## src/rtl/ir_capture_sequencer.sv

```systemverilog
// IR beam-break capture sequencer: conditions the raw IR line, then freezes one
// frame from camera A and one from camera B, holds them for display and re-arms.
module ir_capture_sequencer #(
  parameter int DEBOUNCE_CYCLES = 100_000,
  parameter int TIMEOUT_CYCLES  = 2_000_000,
  parameter int HOLD_CYCLES     = 100_000_000
) (
  input  logic       clk_in,
  input  logic       rst_in,
  input  logic       ir_in,
  input  logic       arm_in,
  input  logic       sel_in,
  input  logic       frame_done_a_in,
  input  logic       frame_done_b_in,
  output logic       cam_sel_out,
  output logic       freeze_a_out,
  output logic       freeze_b_out,
  output logic       busy_out,
  output logic       capture_done_out,
  output logic       timeout_out,
  output logic [7:0] event_count_out,
  output logic [2:0] state_out
);

  localparam int DB_W = (DEBOUNCE_CYCLES > 1) ? $clog2(DEBOUNCE_CYCLES) : 1;
  localparam int TO_W = (TIMEOUT_CYCLES > 1) ? $clog2(TIMEOUT_CYCLES) : 1;
  localparam int HD_W = (HOLD_CYCLES > 1) ? $clog2(HOLD_CYCLES) : 1;

  localparam logic [DB_W-1:0] DB_LAST = DB_W'(DEBOUNCE_CYCLES - 1);
  localparam logic [TO_W-1:0] TO_LAST = TO_W'(TIMEOUT_CYCLES - 1);
  localparam logic [HD_W-1:0] HD_LAST = HD_W'(HOLD_CYCLES - 1);

  typedef enum logic [2:0] {
    IDLE  = 3'd0,
    CAP_A = 3'd1,
    CAP_B = 3'd2,
    HOLD  = 3'd3,
    REARM = 3'd4
  } state_t;

  logic            sync1;
  logic            ir_sync;
  logic            ir_db;
  logic            ir_db_prev;
  logic [DB_W-1:0] db_cnt;
  logic            trig;

  state_t          state;
  logic [TO_W-1:0] to_cnt;
  logic [HD_W-1:0] hold_cnt;
  logic            cam_sel;
  logic            freeze_a;
  logic            freeze_b;
  logic            capture_done;
  logic            timeout;
  logic [7:0]      event_count;

  // Synchronizer, debounce counter and edge history of the debounced level.
  always_ff @(posedge clk_in) begin
    if (rst_in) begin
      sync1      <= 1'b0;
      ir_sync    <= 1'b0;
      ir_db      <= 1'b0;
      ir_db_prev <= 1'b0;
      db_cnt     <= '0;
    end else begin
      sync1      <= ir_in;
      ir_sync    <= sync1;
      ir_db_prev <= ir_db;
      if (ir_sync != ir_db) begin
        if (db_cnt == DB_LAST) begin
          ir_db  <= ir_sync;
          db_cnt <= '0;
        end else begin
          db_cnt <= db_cnt + DB_W'(1);
        end
      end else begin
        db_cnt <= '0;
      end
    end
  end

  assign trig = ir_db & ~ir_db_prev;

  // Capture FSM with registered camera controls and status pulses.
  always_ff @(posedge clk_in) begin
    if (rst_in) begin
      state        <= IDLE;
      to_cnt       <= '0;
      hold_cnt     <= '0;
      cam_sel      <= 1'b0;
      freeze_a     <= 1'b0;
      freeze_b     <= 1'b0;
      capture_done <= 1'b0;
      timeout      <= 1'b0;
      event_count  <= 8'd0;
    end else begin
      capture_done <= 1'b0;
      timeout      <= 1'b0;
      if ((state != IDLE) && !arm_in) begin
        // Disarm outranks frame pulses, timeouts and the hold expiry.
        state    <= IDLE;
        to_cnt   <= '0;
        hold_cnt <= '0;
        cam_sel  <= sel_in;
        freeze_a <= 1'b0;
        freeze_b <= 1'b0;
      end else begin
        case (state)
          IDLE: begin
            freeze_a <= 1'b0;
            freeze_b <= 1'b0;
            to_cnt   <= '0;
            hold_cnt <= '0;
            if (trig && arm_in) begin
              state       <= CAP_A;
              cam_sel     <= 1'b0;
              event_count <= event_count + 8'd1;
            end else begin
              cam_sel <= sel_in;
            end
          end
          CAP_A: begin
            if (frame_done_a_in) begin
              state    <= CAP_B;
              cam_sel  <= 1'b1;
              freeze_a <= 1'b1;
              to_cnt   <= '0;
            end else if (to_cnt == TO_LAST) begin
              state    <= REARM;
              cam_sel  <= sel_in;
              freeze_a <= 1'b0;
              freeze_b <= 1'b0;
              timeout  <= 1'b1;
              to_cnt   <= '0;
            end else begin
              cam_sel <= 1'b0;
              to_cnt  <= to_cnt + TO_W'(1);
            end
          end
          CAP_B: begin
            if (frame_done_b_in) begin
              state        <= HOLD;
              cam_sel      <= sel_in;
              freeze_b     <= 1'b1;
              capture_done <= 1'b1;
              to_cnt       <= '0;
              hold_cnt     <= '0;
            end else if (to_cnt == TO_LAST) begin
              state    <= REARM;
              cam_sel  <= sel_in;
              freeze_a <= 1'b0;
              freeze_b <= 1'b0;
              timeout  <= 1'b1;
              to_cnt   <= '0;
            end else begin
              cam_sel <= 1'b1;
              to_cnt  <= to_cnt + TO_W'(1);
            end
          end
          HOLD: begin
            cam_sel <= sel_in;
            if (hold_cnt == HD_LAST) begin
              state    <= REARM;
              freeze_a <= 1'b0;
              freeze_b <= 1'b0;
              hold_cnt <= '0;
            end else begin
              freeze_a <= 1'b1;
              freeze_b <= 1'b1;
              hold_cnt <= hold_cnt + HD_W'(1);
            end
          end
          REARM: begin
            // A beam that never clears keeps us here, so it cannot retrigger.
            cam_sel  <= sel_in;
            freeze_a <= 1'b0;
            freeze_b <= 1'b0;
            if (!ir_db) begin
              state <= IDLE;
            end else begin
              state <= REARM;
            end
          end
          default: begin
            state    <= IDLE;
            cam_sel  <= sel_in;
            freeze_a <= 1'b0;
            freeze_b <= 1'b0;
            to_cnt   <= '0;
            hold_cnt <= '0;
          end
        endcase
      end
    end
  end

  assign cam_sel_out      = cam_sel;
  assign freeze_a_out     = freeze_a;
  assign freeze_b_out     = freeze_b;
  assign busy_out         = (state != IDLE);
  assign capture_done_out = capture_done;
  assign timeout_out      = timeout;
  assign event_count_out  = event_count;
  assign state_out        = state;

endmodule

```

## config.mk

```make
export PLATFORM = sky130hd
export DESIGN_NAME = ir_capture_sequencer
export DESIGN_NICKNAME = d
export VERILOG_FILES = /design/src/rtl/ir_capture_sequencer.sv
export SDC_FILE = /design/constraint.sdc
export NUM_CORES = 1
export LEC_CHECK = 0
export CAP_MARGIN = 20
export CORE_MARGIN = 2
export CORE_UTILIZATION = 55
export CTS_CLUSTER_DIAMETER = 120
export CTS_CLUSTER_SIZE = 12
export DETAILED_ROUTE_END_ITERATION = 16
export PLACE_DENSITY = 0.72
export SYNTH_ARGS = -nofsm -noshare
export SYNTH_HDL_FRONTEND = slang
export SYNTH_SLANG_ARGS = --single-unit
```

## constraint.sdc

```tcl
create_clock -name clk_in -period 5.95 [get_ports clk_in]
set_clock_uncertainty 0.1 [all_clocks]
set_input_delay 1.19 -clock clk_in [delete_from_list [all_inputs] [get_ports clk_in]]
set_output_delay 1.19 -clock clk_in [all_outputs]
set_load 0.05 [all_outputs]
```

* After elaboration in Yosys (flattened, before gate mapping)
Index checks and enable logic that the tools add are counted.
** Storage, ports and cells
- Bits in latches :: 0
- Flip-flop bits (word level) :: 85
- Memory bits (read-only) :: 0
- Logic and storage cells :: 86
- Input port bits :: 7
- Bits in writable memories :: 0
- Memories kept :: 0
- Output and inout bits :: 17
** Cells by class
- Shift-type cells :: 0
- Divide/modulo/power cells :: 0
- Bitwise gates (word level) :: 6
- Equal/unequal tests :: 13
- Reduce and logical (&&, ||, !) cells :: 14
- $lt $le $gt $ge :: 0
- $mul :: 0
- Mux-type cells :: 35
- $add $sub $neg :: 4
** Operators with widths (number)
- $pmux W27 S3 :: 1
- $mux W21 :: 3
- $pmux W21 S3 :: 1
- $mux W27 :: 2
- $add A27 B1 Y27 const B :: 1
- $eq A27 B27 Y1 const B :: 1
- $add A21 B1 Y21 const B :: 1
- $eq A21 B21 Y1 const B :: 1
- $mux W3 :: 6
- $add A17 B1 Y17 const B :: 1
- $eq A17 B17 Y1 const B :: 1
- $mux W1 :: 17
- $pmux W3 S5 :: 1
- $ne A2 B2 Y1 const B :: 5
- $pmux W1 S3 :: 3
- $add A8 B1 Y8 const B :: 1
- $eq A3 B2 Y1 const B :: 2
- $reduce_and A2 Y1 :: 3
- $reduce_or A2 Y1 :: 3
- $reduce_or A3 Y1 :: 2
- $not A1 Y1 :: 5
- $eq A3 B1 Y1 const B :: 1
- $eq A3 B3 Y1 const B :: 1
- $logic_not A3 Y1 :: 1
- other kinds (7) :: 8

* Logic depth before layout (Yosys ltp)
- Depth after elaboration :: 6
- Gate-level depth with buffers :: 8
- Mapped depth without buffers :: 6

* Worst setup path before layout
No wires, ideal clock.
- Path type :: register to output
- From :: register state[1], in the netlist state_out[1]
- To :: output port busy_out
- Setup slack :: 3.121 ns
- Data arrival time :: 1.539 ns
- Cell stages (with the launch flop) :: 4
- Required time :: 4.660 ns
- Buffers on the path :: 2
- Path through :: dfxtp_1 clkbuf_1 or3_1 clkbuf_1
** On the way
- Longest elaborated chain between the ends :: 1
** Ends and longest elaborated chain
- start, declared :: RTL line 48 : state_t state;
- start signal, assigned :: RTL line 88 : state <= IDLE;
- start signal, assigned :: RTL line 102 : state <= IDLE;
- start signal, assigned :: RTL line 116 : state <= CAP_A;
- $reduce_bool A3 Y1 :: RTL line 201 : assign busy_out = (state != IDLE);
- end, declared :: RTL line 18 : output logic busy_out,
Every way passes these cells.

* Worst setup path after layout
- From :: register state[2], in the netlist state_out[2]
- To :: output port busy_out
Same word-level chain as after synthesis.

==> impl_metrics.toml <==
[outcome]
status = "complete, no violations"

[synthesis]
synth_edf_count = 0
syn_inst = 479
synth-main-ff-cell = "dfxtp_1"
synth_area_mm2 = 0.00407
synthArstFlopShare_pct = 0
yosysTopAreaCell = "dfxtp_1"
ys_warn_count = 0
synth_seq_cells = 85
synth_nets = 490
synth.avg_cell_area_um2 = 8.50
synth.distinct_cells = 50
yosysSeqAreaShare_pct = 41.8
yosys-top-cells-area = "dfxtp_1 42%, xnor2_1 8.4%, nor2_1 7.4%"
synth_top_area_share_pct = 41.8

[sta]
hold_viol_final = 0
rsz0062_at_grt = "no"
period_needed_ps = 3470
relSlewSlack_pct = 49.7
period_share_pct = 58.3
worst_slew_pin_slew_ps = 744
clock.fmax_mhz = 288
final.setup.tns_ps = 0
maxSlewViolCount = 0
finalSetupViolCount = 0

[clocking]
cts_buffers = 9
path_clk_slew_ps = 90
cts_resized = 0
post_cts_buffers = 0
htree_num_levels = 3
cts_tree = "yes"
clk_path_buf_depth = 2
cts_root_buffer = "clkbuf_8"
insertion_delay_ps = 350
cts.sinks = 85
postCtsHoldBufs = 0

[worst_setup_path]
path_cells = "or3_1 > clkdlybuf4s50_1"
crit_path_max_incr_delay_ps = 830
crit_slowest_cell = "clkdlybuf4s50_1"
rrSetupSlack_ps = 3120
crit_path_max_fanout = 21
required_ps = 4660
crit_type = "flip-flop to output port"
r2r-start = "to_cnt[7]"
cp_num_cells = 2
cp.arrival_ps = 2180
startpoint_type = "flip-flop"
path_delay_family = "buffers and inverters"
reg2reg_depth = 5
worst_setup_path_end_kind = "output port"
path_buf_inv = 1
rr_endpoint = "to_cnt[15]"

[global_route]
antenna_found_initial = 0
grt_first_pass_wirelength_mm = 14.1
grt_usage_pct = 20.5
grt_max_degree = 28
first_global_vias = 3187
overflow = 0

[floorplanning]
die_area_mm2 = 0.00810
std_cell_rows = 31
initial_core_util_pct = 56.4
io_pins = 24
die_y_um = 90.0
die_w_um = 90.0
core_mm2 = 0.00721

[layout]
antenna_cells = 0
final_cell_mix = "85 x dfxtp_1, 80 x nor2_1, 42 x nand2_1, 39 x xnor2_1, 26 x xor2_1"
design_area_mm2 = 0.00456
fillers = 653
utilization_pct = 63.1
layout-drive-gt1-share_pct = 7.14
mostFrequentLayoutCell = "dfxtp_1"
nNetsFinal = 510
syn_to_final_growth_pct = 11.9

[power]
power_leakage_nw = 1.35
peakVddDrop_mv = 0.102
power_uw = 989
powerDensity_mw_per_mm2 = 217

[worst_hold_path]
min_from = "sync1"
whs_path_depth = 1
min_to = "ir_sync"
hold_class = "flip-flop to flip-flop"

[placed_design]
placed_area_mm2 = 0.00436
io_buffer_count = 23
gp_congestion = 0.817
post-dp-hpwl_mm = 5.42

[routing]
dr.pass1.iters = 4
avgViaCountPerCell = 5.47
drc = 0
num_vias = 3299
drt_wl_total_mm = 7.79
drt-initial-drc-count = 115
antenna_left = 0
routedWlPerCell_um = 12.9

[run]
cap_violations = 0
[worst reg2reg max path, cell delays in order (launching register included)]
cell      delay, ps
dfxtp_1         380
or4b_1          510
or4_4           580
or2_0           380
o211ai_4        630
nor2_1          130
[cells in the mapped netlist (all sizes together) (2+ instances only)]
master and instances:
nand4b 3, a21oi 15, o21ai 10, xor2 26, and3 9, nor2b 6, nand4 19, inv 10
nand2 42, nand3 21, or3b 2, nor4b 5, o31ai 2, nand3b 4, and2 2, ha 4
or4 4, mux2i 3, nor3b 5, clkbuf 11, nor4 13, or3 4, nor3 14, and4 3
a31oi 5, buf 6, xnor2 39, or4b 7, nor2 86, dfxtp 85, nand2b 4
[where the power goes]
| group | switching, mW | internal, mW |
|---|---|---|
| logic | 0.00837 | 0.00576 |
| registers | 0.000564 | 0.569 |
| clock network | 0.209 | 0.195 |
| total | 0.218 | 0.770 |
[final cells by class]
class / instances / area, µm² / area share, %
clock buffers: 9 / 124 / 2.72
clock inverters: 7 / 76.3 / 1.68
inverters: 10 / 37.5 / 0.824
multi-input cells: 367 / 2240 / 49.2
flip-flops and latches: 85 / 1700 / 37.4
well taps: 99 / 124 / 2.72
repair buffers: 26 / 250 / 5.49
[metal layers]
metal | vias up | GRT usage, % | wire [µm]
li1 | 1702 | - | -
met1 | 1538 | 25.4 | 3700
met2 | 47 | 34.9 | 3760
met3 | 12 | 4.69 | 201
met4 | 0 | 7.56 | 134
met5 | - | 0 | 0
[per-stage QoR]
stage / instances / setup WS (ps) / hold WS [ps]
floorplan: 479 / 3120 / 314
detailed placement: 587 / 2370 / 328
finish: 603 / 2480 / 344
CTS: 603 / 2460 / 339
global route: 603 / 2350 / 342
global placement: 586 / 2450 / 326
[how the worst max path moves through the flow]
stage / end / startpoint / slack, ps
CTS: busy_out / state_out[2] / 2460
finish: busy_out / state_out[2] / 2480
detailed placement: hold_cnt[20] / frame_done_b_in / 2370
global placement: hold_cnt[26] / frame_done_b_in / 2450
floorplan: busy_out / state_out[1] / 3120
global route: busy_out / state_out[1] / 2350
[sequential cells by signal, indices dropped and copies added (netlist names), 3 cells and up]
| name | flops |
|---|---|
| db_cnt | 17 |
| event_count_out | 8 |
| hold_cnt | 27 |
| state_out | 3 |
| to_cnt | 21 |
[cells by family after synthesis]
kind of cell             Yosys count  share of synthesized area, %
AO/OA/AOI/OAI                     39                          6.06
XOR/XNOR                          65                          14.0
adder cells (fa/ha/maj)            4                          1.23
buffers and inverters             27                          3.10
flip-flops                        85                          41.8
multiplexers                       3                         0.738
AND/OR/NAND/NOR                  256                          33.1
No activity file was read; power rests on OpenSTA's default activity.
